===== config.mk =====
export PLATFORM = sky130hd
export DESIGN_NAME = sf_camera_sequencer
export DESIGN_NICKNAME = d
export VERILOG_FILES = /design/src/rtl/sf_camera_sequencer.sv
export SDC_FILE = /design/constraint.sdc
export NUM_CORES = 1
export LEC_CHECK = 0
export CAP_MARGIN = 20
export CORE_MARGIN = 5
export CORE_UTILIZATION = 53
export DETAILED_ROUTE_END_ITERATION = 12
export PLACE_DENSITY = 0.75
export SETUP_SLACK_MARGIN = 0.2
export SLEW_MARGIN = 20
export SYNTH_ARGS = -nofsm -noshare
export SYNTH_HDL_FRONTEND = slang
export SYNTH_SLANG_ARGS = --single-unit

===== constraint.sdc =====
create_clock -name clk -period 1.85 [get_ports clk]
set_input_delay 0.37 -clock clk [delete_from_list [all_inputs] [get_ports clk]]
set_output_delay 0.37 -clock clk [all_outputs]
set_load 0.02 [all_outputs]

===== src/rtl/sf_camera_sequencer.sv =====
// sf_camera_sequencer
//   Camera control sequencer sitting between the camera register file and
//   the camera PHY pins. It divides the system clock down to the camera input
//   clock, runs a timed reset/startup sequence, stages the reader/DMA/interrupt
//   enables once the camera is READY, and drives the flash in one of four modes.
//
//   Optional feature macro: SF_CAMERA_FLASH_TIMEOUT_EN
//     defined   : consecutive flash-on cycles are counted. Reaching
//                 FLASH_MAX_CYCLES forces the flash off and sets a sticky
//                 fault flag, which clears on flash mode 0 or a camera reset.
//     undefined : no timeout logic, o_flash_fault is tied to 0.
//
// Ports
//   clk                 system clock (only clock)
//   rst                 asynchronous active-low reset
//   i_camera_reset      level, forces the sequence back to RESET while high
//   i_enable            level, requests the capture-path enables
//   i_flash_mode[1:0]   0 off, 1 manual, 2 strobe-follow, 3 timed pulse
//   i_manual_flash_on   flash level in manual mode
//   i_flash_strobe      asynchronous camera strobe
//   o_cam_in_clk        divided camera input clock (CLK_DIV clk cycles/period)
//   o_cam_rst           camera reset, active high
//   o_flash             registered flash drive
//   o_clk_locked        divider has completed its first full period
//   o_ready             sequencer is in READY
//   o_state[1:0]        0 RESET, 1 STARTUP, 2 READY
//   o_enable_reader     first staged enable
//   o_enable_dma        second staged enable (one cycle after reader)
//   o_enable_interrupt  third staged enable (one cycle after dma)
//   o_flash_fault       sticky flash timeout flag

module sf_camera_sequencer #(
    parameter int unsigned CLK_DIV            = 4,
    parameter int unsigned RESET_CYCLES       = 64,
    parameter int unsigned STARTUP_CYCLES     = 1024,
    parameter int unsigned FLASH_PULSE_CYCLES = 256,
    parameter int unsigned FLASH_MAX_CYCLES   = 65535,
    parameter int unsigned CNT_WIDTH          = 16
) (
    input  logic       clk,
    input  logic       rst,
    input  logic       i_camera_reset,
    input  logic       i_enable,
    input  logic [1:0] i_flash_mode,
    input  logic       i_manual_flash_on,
    input  logic       i_flash_strobe,
    output logic       o_cam_in_clk,
    output logic       o_cam_rst,
    output logic       o_flash,
    output logic       o_clk_locked,
    output logic       o_ready,
    output logic [1:0] o_state,
    output logic       o_enable_reader,
    output logic       o_enable_dma,
    output logic       o_enable_interrupt,
    output logic       o_flash_fault
);

    localparam int unsigned     HALF_DIV  = CLK_DIV / 2;
    localparam longint unsigned CNT_LIMIT = 64'd1 << CNT_WIDTH;

    // Every cycle parameter has to fit the shared counter width.
    if (CLK_DIV < 2 || (CLK_DIV % 2) != 0 || RESET_CYCLES < 1 ||
        STARTUP_CYCLES < 1 || FLASH_PULSE_CYCLES < 1 ||
        longint'(RESET_CYCLES) >= CNT_LIMIT ||
        longint'(STARTUP_CYCLES) >= CNT_LIMIT ||
        longint'(FLASH_PULSE_CYCLES) >= CNT_LIMIT ||
        longint'(FLASH_MAX_CYCLES) >= CNT_LIMIT) begin : g_bad_config
        $error("sf_camera_sequencer: invalid parameter set");
    end

    typedef enum logic [1:0] {
        ST_RESET   = 2'd0,
        ST_STARTUP = 2'd1,
        ST_READY   = 2'd2
    } state_t;

    state_t               state;
    logic [CNT_WIDTH-1:0] seq_cnt;
    logic [CNT_WIDTH-1:0] div_cnt;
    logic [CNT_WIDTH-1:0] pulse_cnt;
    logic [CNT_WIDTH-1:0] pulse_nxt;
    logic                 strobe_m;
    logic                 strobe_s;
    logic                 strobe_d;
    logic                 flash_raw;
    logic                 flash_nxt;
    logic                 active;

    // A camera reset request takes effect on the same edge, so enables and
    // flash must already be treated as inactive while it is sampled high.
    assign active  = (state == ST_READY) && !i_camera_reset;
    assign o_state = state;

    // Reset / startup sequencer
    always_ff @(posedge clk or negedge rst) begin
        if (!rst) begin
            state     <= ST_RESET;
            seq_cnt   <= '0;
            o_cam_rst <= 1'b1;
            o_ready   <= 1'b0;
        end else if (i_camera_reset) begin
            state     <= ST_RESET;
            seq_cnt   <= '0;
            o_cam_rst <= 1'b1;
            o_ready   <= 1'b0;
        end else begin
            case (state)
                ST_RESET: begin
                    if (seq_cnt == CNT_WIDTH'(RESET_CYCLES - 1)) begin
                        state     <= ST_STARTUP;
                        seq_cnt   <= '0;
                        o_cam_rst <= 1'b0;
                    end else begin
                        seq_cnt <= seq_cnt + 1'b1;
                    end
                end
                ST_STARTUP: begin
                    if (seq_cnt == CNT_WIDTH'(STARTUP_CYCLES - 1)) begin
                        state   <= ST_READY;
                        seq_cnt <= '0;
                        o_ready <= 1'b1;
                    end else begin
                        seq_cnt <= seq_cnt + 1'b1;
                    end
                end
                ST_READY: begin
                end
                default: begin
                    state     <= ST_RESET;
                    seq_cnt   <= '0;
                    o_cam_rst <= 1'b1;
                    o_ready   <= 1'b0;
                end
            endcase
        end
    end

    // Camera clock divider; free-running in every sequencer state.
    // Lock is declared on the falling toggle that closes the first period.
    always_ff @(posedge clk or negedge rst) begin
        if (!rst) begin
            div_cnt      <= '0;
            o_cam_in_clk <= 1'b0;
            o_clk_locked <= 1'b0;
        end else if (div_cnt == CNT_WIDTH'(HALF_DIV - 1)) begin
            div_cnt      <= '0;
            o_cam_in_clk <= ~o_cam_in_clk;
            if (o_cam_in_clk) begin
                o_clk_locked <= 1'b1;
            end
        end else begin
            div_cnt <= div_cnt + 1'b1;
        end
    end

    // Staged capture enables: reader, then dma, then interrupt.
    always_ff @(posedge clk or negedge rst) begin
        if (!rst) begin
            o_enable_reader    <= 1'b0;
            o_enable_dma       <= 1'b0;
            o_enable_interrupt <= 1'b0;
        end else if (!active || !i_enable) begin
            o_enable_reader    <= 1'b0;
            o_enable_dma       <= 1'b0;
            o_enable_interrupt <= 1'b0;
        end else begin
            o_enable_reader    <= 1'b1;
            o_enable_dma       <= o_enable_reader;
            o_enable_interrupt <= o_enable_dma;
        end
    end

    // Strobe synchroniser plus one extra stage for edge detection
    always_ff @(posedge clk or negedge rst) begin
        if (!rst) begin
            strobe_m <= 1'b0;
            strobe_s <= 1'b0;
            strobe_d <= 1'b0;
        end else begin
            strobe_m <= i_flash_strobe;
            strobe_s <= strobe_m;
            strobe_d <= strobe_s;
        end
    end

    // Flash mode decode. In timed mode pulse_cnt holds the number of edges the
    // pulse still owns; the final edge (count 1) drops the flash and also
    // swallows any strobe edge seen there, since the pulse is still running.
    // Any mode other than 3, or leaving READY, clears the pulse.
    always_comb begin
        flash_raw = 1'b0;
        pulse_nxt = '0;
        if (active) begin
            case (i_flash_mode)
                2'd1: flash_raw = i_manual_flash_on;
                2'd2: flash_raw = strobe_s;
                2'd3: begin
                    if (pulse_cnt != '0) begin
                        flash_raw = (pulse_cnt != CNT_WIDTH'(1));
                        pulse_nxt = pulse_cnt - 1'b1;
                    end else if (strobe_s && !strobe_d) begin
                        flash_raw = 1'b1;
                        pulse_nxt = CNT_WIDTH'(FLASH_PULSE_CYCLES);
                    end
                end
                default: flash_raw = 1'b0;
            endcase
        end
    end

`ifdef SF_CAMERA_FLASH_TIMEOUT_EN
    logic [CNT_WIDTH-1:0] on_cnt;
    logic                 flash_ok;
    logic                 trip;

    // on_cnt is the number of consecutive cycles o_flash has already been high
    assign flash_ok  = flash_raw && !o_flash_fault;
    assign trip      = flash_ok && (on_cnt == CNT_WIDTH'(FLASH_MAX_CYCLES));
    assign flash_nxt = flash_ok && !trip;

    always_ff @(posedge clk or negedge rst) begin
        if (!rst) begin
            on_cnt        <= '0;
            o_flash_fault <= 1'b0;
        end else begin
            on_cnt <= flash_nxt ? on_cnt + 1'b1 : '0;
            if (i_flash_mode == 2'd0 || i_camera_reset) begin
                o_flash_fault <= 1'b0;
            end else if (trip) begin
                o_flash_fault <= 1'b1;
            end
        end
    end
`else
    assign flash_nxt     = flash_raw;
    assign o_flash_fault = 1'b0;
`endif

    always_ff @(posedge clk or negedge rst) begin
        if (!rst) begin
            o_flash   <= 1'b0;
            pulse_cnt <= '0;
        end else begin
            o_flash   <= flash_nxt;
            pulse_cnt <= pulse_nxt;
        end
    end

endmodule


Word-level counts from Yosys, hierarchy flattened --
Cells that the tools add are included.
Storage, ports and cells: input port bits 8, logic and storage cells 74, flip-flop bits (word level) 61, output and inout bits 11
Operators by class: reductions and logical operators 15, bitwise operators 1, multiplexer cells 26, add/subtract/negate cells 3, equal/unequal tests 14
Operator list (count):
- two-way mux 16 bit | 7
- case mux 16 bit (3 select lines) | 1
- adder 16 x 1 -> 16 bit (second input constant) | 2
- == test 16 x 1 -> 1 bit (second input constant) | 1
- == test 16 x 10 -> 1 bit (second input constant) | 1
- == test 16 x 6 -> 1 bit (second input constant) | 1
- inequality test 16 x 1 -> 1 bit (second input constant) | 1
- nonzero test 16 bit | 1
- subtractor 16 x 1 -> 16 bit (second input constant) | 1
- two-way mux 1 bit | 10
- two-way mux 9 bit | 1
- == test 2 bit (second input constant) | 3
- two-way mux 2 bit | 3
- inequality test 3 bit (second input constant) | 2
- case mux 2 bit (3 select lines) | 1
- AND reduction 2 bit | 3
- == test 2 x 1 -> 1 bit (second input constant) | 2
- zero test 1 bit | 4
- inequality test 2 x 1 -> 1 bit (second input constant) | 2
- case mux 1 bit (2 select lines) | 2
- OR reduction 2 bit | 2
- case mux 1 bit (3 select lines) | 1
- AND reduction 3 bit | 1
- logical AND 1 bit | 2
- 4 further kinds | 4

Logic depth before layout (Yosys ltp) --
Gate-level depths: netlist of the first run.
depth in word-level cells 6, gate-level depth with buffers 7, mapped depth without buffers 7

Worst setup path before layout of the first run --
No wires, ideal clock.
kind register to register, start register seq_cnt[12], end register seq_cnt[3], setup time 119 ps, stages on the path, launching flop included 7, buffers on the path 1, clock period less this slack 1951 ps, required time 1731 ps, arrival time 1832 ps, slack -101 ps, cell sequence dfrtp_1 > or4_4 > nor4_4 > a21boi_1 > o31ai_2 > buf_4 > nor2_1
Between the ends: longest elaborated chain between the ends 4, elaborated cells between the ends (all ways) 6, those cells by class eq/ne: 2; mux: 4
Ends and longest elaborated chain:
- from (decl) | RTL line 79 | logic [CNT_WIDTH-1:0] seq_cnt;
- from (signal assigned) | RTL line 115 | seq_cnt <= seq_cnt + 1'b1;
- from (signal assigned) | RTL line 124 | seq_cnt <= seq_cnt + 1'b1;
- == test 16 x 10 -> 1 bit or == test 16 x 6 -> 1 bit (tied branches) | RTL line 119, 110
- two-way mux 16 bit, on equally long branches | RTL line 119, 110
- case mux 16 bit (3 select lines) (*) | RTL line 108 | case (state)
- two-way mux 16 bit (*) | RTL line 102 | end else if (i_camera_reset) begin
Every way passes the cells marked *; elsewhere a longest branch is shown, timed or not. A chain may end at the register's enable or synchronous reset.

Final worst setup path of the first run --
start register seq_cnt[12], end register seq_cnt[8]
The elaborated chain is that of the path after synthesis.

==> flow_summary.rst, run 1 <==
.. list-table::
   :header-rows: 1

   * - Metric
     - Value
   * - Result of the run
     - complete, but fails checks
   * - Failing checks
     - setup timing
   * - Largest net degree at the start of global routing
     - 62
   * - Setup CP Type
     - register to register
   * - Root Driver
     - clkbuf_8
   * - Combined area of all synthesized cells
     - 2920 um^2
   * - Syn Area/Cell
     - 10.3 um^2
   * - Worst setup slack after layout
     - -175 ps
   * - Number of synthesized flops with an enable pin
     - 0
   * - Net count, final
     - 369
   * - Initial Util
     - 53.8%
   * - # port buffers
     - 17
   * - Grt total ovfl
     - 0
   * - Final setup violation count
     - 20
   * - CTS tree
     - built
   * - Total detailed-routing wirelength
     - 6.25 mm
   * - Number of unique standard cell types used by synthesis
     - 41
   * - Cell at the slowest stage of the critical path
     - or4_4
   * - Share of async-settable or async-resettable flops after synthesis
     - 100%
   * - Crit share post-route
     - 109%
   * - Hold buffers post-CTS
     - 0
   * - Critical register-to-register path startpoint
     - seq_cnt[12]
   * - Minimum setup slack among reg-to-reg paths
     - -170 ps
   * - Sum of net half-perimeters after detailed placement
     - 3.94 mm
   * - Worst path cell trace
     - or4_4 > nor4_4 > a21boi_2 > o31ai_2 > buf_4 > nor2_1
   * - Pins over their slew limit
     - 0
   * - Cells after Synth
     - 285
   * - Count of maximum capacitance violations
     - 0
   * - Sequential-to-total area share from yosys stat
     - 52.2%
   * - Later-pin clock latency in the skew report
     - 340 ps
   * - Number of H-tree levels
     - 3
   * - R2R depth
     - 6
   * - Relative slew slack
     - 67.0%
   * - WHS
     - 24.9 ps
   * - Slew at the pin closest to its max-slew limit
     - 491 ps
   * - Initial antenna violation count
     - 0
   * - Pleak
     - 1.89 nW
   * - Number of placed I/O pins
     - 19
   * - Commonest cells after routing, fill and taps aside
     - dfrtp_1 (60), buf_4 (39), nor2_1 (27), nand2_1 (27), xnor2_1 (23)
   * - Buffers & Inverters on Critical Path
     - 1
   * - Clk sinks
     - 61
   * - Site Rows
     - 27
   * - Gate family responsible for the most delay along the worst path
     - simple AND/OR/NAND/NOR gates
   * - Last weighted congestion value of the routability-driven placer
     - 0.840
   * - Synthesized netlist net count
     - 303
   * - Vias in the first global route
     - 2321
   * - Final cell area excluding filler cells
     - 3920 um^2
   * - Die Footprint
     - 7100 um^2
   * - Max Freq
     - 494 MHz
   * - Worst supply voltage drop on vdd
     - 0.716 mV
   * - Critical Path AT
     - 2250 ps
   * - Relative area change from synthesis to final layout
     - 34.0%
   * - Die boundary height
     - 84.3 um
   * - Final period demand of the worst path
     - 2020 ps
   * - Capturing element type of the critical path
     - register
   * - Drt drc
     - 0
   * - Largest stage delay, worst path
     - 550 ps
   * - Area of placed instances
     - 3400 um^2
   * - Initial drt markers
     - 76
   * - Required time at the endpoint of the critical path
     - 2080 ps
   * - Placement Setup Slack
     - -236 ps
   * - Layout cell share with drive strength beyond 1
     - 27.2%
   * - DRT antenna net count
     - 0
   * - Critical Path Start Type
     - register
   * - All-layer global routing usage
     - 18.5%
   * - Clock skew
     - 4.96 ps
   * - Mean number of vias per cell
     - 5.29
   * - Critical Path Fanout Max
     - 11
   * - Worst reg2reg path endpoint
     - seq_cnt[8]
   * - Wire length of the first global-routing pass
     - 10.4 mm
   * - Pwr per Cell Area
     - 737 nW/um^2
   * - Std-Cell Core Area
     - 5440 um^2
   * - Antenna diode instance count
     - 0
   * - Most common library cell in the layout ignoring fill and taps
     - dfrtp_1
   * - RSZ-0062 raised after global routing
     - yes
   * - Total of flip-flops plus latches after synthesis
     - 61
   * - Clock transition at the registers of the reported paths
     - 70 ps
   * - Total clock buffers created by CTS
     - 9
   * - WL/cell
     - 14.6 um
   * - Largest buffer count on any clock path
     - 2
   * - Number of warnings issued by yosys
     - 0
   * - Via total after detailed routing
     - 2263
   * - Class of the worst hold path
     - primary input to asynchronous set/reset pin
   * - DIE WIDTH
     - 84.3 um
   * - Final Hold Fails
     - 0
   * - First-pass iteration count of the detailed router
     - 4
   * - Flip-flop cell with the highest count after synthesis
     - dfrtp_1
where the power goes:
group          switching [W]  internal, W  leakage [nW]
sequential        0.00000739      0.00134         0.830
combinational      0.0000483    0.0000291         0.944
clock               0.000531     0.000929         0.119
per-layer routing:
layer	track usage (%)	part of all wire, %	vias up
met5	0	0	-
met4	10.5	2.1	0
met3	3.93	2.5	14
met2	30.4	50	34
met1	22.6	45	1103
li1	-	-	1112
flip-flops by register name, indices dropped and copies added (netlist names):
register and cells:
strobe_s 1, div_cnt 16, seq_cnt 16, pulse_cnt 16, o_enable_reader 1, o_ready 1, o_flash 1, strobe_d 1
strobe_m 1, o_enable_interrupt 1, o_enable_dma 1, o_state 2, o_cam_in_clk 1, o_clk_locked 1, o_cam_rst 1
layout make-up:
cell class / instances / area, um^2
clock buffer: 10 / 138
clock inverter: 6 / 110
fill: 405 / 1520
inverter: 7 / 26.3
multi-input combinational: 211 / 1510
sequential: 61 / 1530
tap: 72 / 90.1
timing repair buffer: 61 / 518
worst register-to-register path: stages (launching register included):
cell,delay (ps)
dfrtp_1,400
or4_4,550
nor4_4,310
a21boi_2,180
o31ai_2,200
buf_4,210
nor2_1,70
stage by stage:
step           setup TNS [ps]  util (%)  total power [W]  std cells
2_1_floorplan           -1050         -          0.00140        285
3_3_place_gp            -2590      62.5          0.00145        396
3_5_place_dp            -3860      62.5          0.00145        396
4_1_cts                 -2450      69.4          0.00291        421
5_1_grt                 -4080      72.0          0.00299        428
6_report                -2870      72.0          0.00289        428
cell usage after synthesis (2+ instances only):
master / n / share of area (%)
dfrtp_1: 60 / 51
nor2_1: 44 / 5.6
nand2_1: 28 / 3.6
xnor2_1: 23 / 6.9
xor2_1: 17 / 5.1
nand3_1: 14 / 2.4
nor3_1: 11 / 1.9
ha_1: 10 / 4.3
inv_1: 7 / 0.90
nand4_1: 7 / 1.5
nor4_1: 7 / 1.5
o21ai_0: 6 / 1.0
and3_1: 5 / 1.1
and4_1: 3 / 0.90
clkbuf_1: 3 / 0.39
mux2i_1: 3 / 1.0
nor2b_1: 3 / 0.64
nor4b_1: 3 / 0.90
o31ai_1: 3 / 0.77
a21boi_1: 2 / 0.51
a21oi_1: 2 / 0.34
buf_4: 2 / 0.51
o211ai_1: 2 / 0.51
or3_1: 2 / 0.43
or4_1: 2 / 0.51
worst max-delay path by stage:
stage	startpoint	endpoint	slack [ps]	cells past startpoint
after floorplan	seq_cnt[12]	seq_cnt[3]	-100	6
after global placement	seq_cnt[12]	seq_cnt[13]	-150	6
after detailed placement	seq_cnt[12]	seq_cnt[8]	-240	6
after CTS	seq_cnt[12]	seq_cnt[8]	-150	6
after global routing	seq_cnt[12]	seq_cnt[8]	-240	6
final	seq_cnt[12]	seq_cnt[8]	-170	6
kinds of logic (layout without fill, tap and decap cells):
group                      Yosys count  in the layout  synth area share, %
and+or+nand+nor                    136            136                 23.4
DFF                                 61             61                 52.2
xor gates and xnor gates            40             40                 12.0
AOI/OAI and AO/OA                   21             21                 4.96
buffers and inverters               13             84                 1.97
adders and majority gates           10             10                 4.28
muxes                                3              3                 1.03
other                                1              1                0.128
what timing repair did:
| action | 4_1_cts | 5_1_grt |
|---|---|---|
| pin swaps | 12 | 8 |
| setup endpoints to repair | 45 | 39 |
| buffers inserted | 9 | 7 |
| resized for setup | 27 | 27 |
(Power assumes the default switching activity.)
==> run 2, diff against run 1 <==
PLACE_DENSITY = 0.8   (was 0.75)
==> run 2 against run 1 <==
Clock skew is 3.2 ps higher. Final area is 5.2% lower. The flow still finishes with violations (setup timing). Final cell count is 2.8% lower.
==> flow_summary.rst, run 2 (synthesis results as in run 1) <==
.. list-table::
   :header-rows: 1

   * - Metric
     - Value
   * - Result of the run
     - complete, but fails checks
   * - Failing checks
     - setup timing
   * - Worst supply voltage drop on vdd
     - 0.612 mV
   * - Mean number of vias per cell
     - 5.25
   * - Largest regs
     - div_cnt x16, pulse_cnt x16, seq_cnt x16
   * - Sequential Area
     - 1530 um^2
   * - Commonest cells after routing, fill and taps aside
     - dfrtp_1 (60), nor2_1 (30), buf_4 (28)
   * - Capturing element type of the critical path
     - register
   * - Root Driver
     - clkbuf_8
   * - First-pass iteration count of the detailed router
     - 4
   * - Critical register-to-register path startpoint
     - seq_cnt[12]
   * - Cell at the slowest stage of the critical path
     - or4_4
   * - Vias in the first global route
     - 2231
   * - Final setup violation count
     - 16
   * - Clock transition at the registers of the reported paths
     - 60 ps
   * - Relative area change from synthesis to final layout
     - 27.1%
   * - Die Footprint
     - 7100 um^2
   * - Total detailed-routing wirelength
     - 5.88 mm
   * - Grt total ovfl
     - 0
   * - Required time at the endpoint of the critical path
     - 2070 ps
   * - Total clock buffers created by CTS
     - 9
   * - Pleak
     - 1.79 nW
   * - RSZ-0062 raised after global routing
     - yes
   * - Setup CP Type
     - register to register
   * - Largest stage delay, worst path
     - 540 ps
   * - DRT antenna net count
     - 0
   * - Initial antenna violation count
     - 0
   * - Largest buffer count on any clock path
     - 2
   * - Gate family responsible for the most delay along the worst path
     - simple AND/OR/NAND/NOR gates
   * - Pins over their slew limit
     - 0
   * - WL/cell
     - 14.1 um
   * - All-layer global routing usage
     - 18.1%
   * - Final cell area excluding filler cells
     - 3720 um^2
   * - Initial Util
     - 53.8%
   * - Worst path cell trace
     - or4_4 > nor4_4 > buf_4 > a21boi_4 > o31ai_2 > buf_4 > nor2_1
   * - Minimum setup slack among reg-to-reg paths
     - -100 ps
   * - Clk sinks
     - 61
   * - R2R depth
     - 7
   * - Drt drc
     - 0
   * - Placed Instances
     - 393
   * - Sum of net half-perimeters after detailed placement
     - 3.88 mm
   * - Final Hold Fails
     - 0
   * - Count of maximum capacitance violations
     - 0
   * - Max Freq
     - 514 MHz
   * - Class of the worst hold path
     - primary input to asynchronous set/reset pin
   * - Die boundary height
     - 84.3 um
   * - Wire length of the first global-routing pass
     - 10.0 mm
   * - Worst reg2reg path endpoint
     - seq_cnt[13]
   * - Layout cell share with drive strength beyond 1
     - 22.1%
   * - Clock skew
     - 8.21 ps
   * - Critical Path AT
     - 2170 ps
   * - Number of placed I/O pins
     - 19
   * - Site Rows
     - 27
   * - Std-Cell Core Area
     - 5440 um^2
   * - Post-Route Utilization
     - 68.3%
   * - Final period demand of the worst path
     - 1950 ps
   * - Setup Total Neg Slack
     - -1030 ps
   * - Worst setup slack after layout
     - -97.0 ps
   * - Area taken by multi-input logic gates
     - 1480 um^2
   * - Most common library cell in the layout ignoring fill and taps
     - dfrtp_1
   * - Critical Path Start Type
     - register
   * - Crit share post-route
     - 105%
   * - Pwr per Cell Area
     - 663 nW/um^2
   * - Largest net degree at the start of global routing
     - 62
   * - Later-pin clock latency in the skew report
     - 340 ps
   * - Last weighted congestion value of the routability-driven placer
     - 0.796
   * - DIE WIDTH
     - 84.3 um
   * - Final standard cell count with taps included and fillers excluded
     - 416
   * - Net count, final
     - 357
   * - Buffers & Inverters on Critical Path
     - 2
   * - Antenna diode instance count
     - 0
   * - Layout fillers
     - 401
   * - Most used cell, CP
     - buf_4
   * - Initial drt markers
     - 92
   * - Number of H-tree levels
     - 3
   * - Area of placed instances
     - 3380 um^2
   * - Critical Path Fanout Max
     - 11
   * - CTS tree
     - built
   * - # port buffers
     - 17
   * - Via total after detailed routing
     - 2186
run 2: cell types whose count changed in the layout (fill, tap and decap cells not counted), sizes merged:
| cell | change |
|---|---|
| bufinv | -3 |
| clkinv | +1 |
| dlygate4sd2 | +1 |
| buf | -12 |
| clkbuf | +4 |
| clkinvlp | -2 |
| dlymetal6s2s | -1 |
run 2: worst register-to-register path: stages, from the launching register on:
cell	delay, ps
dfrtp_1	370
or4_4	540
nor4_4	190
buf_4	180
a21boi_4	70
o31ai_2	190
buf_4	210
nor2_1	70
run 2: how the worst max path moves through the flow:
stage / from / end / slack (ps) / depth (start not counted)
6_report: seq_cnt[12] / seq_cnt[13] / -100 / 7
5_1_grt: seq_cnt[12] / seq_cnt[10] / -190 / 7
4_1_cts: seq_cnt[12] / seq_cnt[0] / -50 / 7
3_5_place_dp: seq_cnt[12] / seq_cnt[15] / -130 / 6
3_3_place_gp: seq_cnt[12] / o_state[1] / -60 / 6
2_1_floorplan: seq_cnt[12] / seq_cnt[3] / -100 / 6
run 2: through the flow:
stage | hold WS, ps | total power, W | setup WS (ps)
2_1_floorplan | 74.4 | 0.00140 | -99.5
3_3_place_gp | 361 | 0.00145 | -58.3
3_5_place_dp | 361 | 0.00145 | -132
4_1_cts | 32.7 | 0.00249 | -51.6
5_1_grt | 48.4 | 0.00257 | -191
6_report | 31.2 | 0.00247 | -97.0
run 2: what timing repair did:
| item | CTS | global route |
|---|---|---|
| cloned | 0 | 0 |
| pin swaps | 12 | 1 |
| buffers inserted | 6 | 1 |
| gates resized for setup | 32 | 12 |
| hold buffers | 0 | 0 |
| endpoints found under the setup margin | 46 | 38 |
run 2: layout make-up:
type,instances,area share (%)
clock inverter,2,0.269
sequential,61,41.1
clock buffer,14,4.38
timing repair buffer,49,11.3
inverter,7,0.707
multi-input combinational,211,39.8
tap,72,2.42
run 2: report_power, final:
part | internal (W) | switching, W
clock | 0.000556 | 0.000483
combinational | 0.0000284 | 0.0000471
sequential | 0.00134 | 0.00000739
total | 0.00193 | 0.000538
run 2: metal layers:
layer	wire [um]	global-route usage, %	vias up	part of all wire (%)
li1	-	-	1086	-
met1	2650	21.9	1063	45
met2	2900	29.2	25	49
met3	190	5.00	12	3.2
met4	140	10.1	0	2.4
met5	0	0	-	0
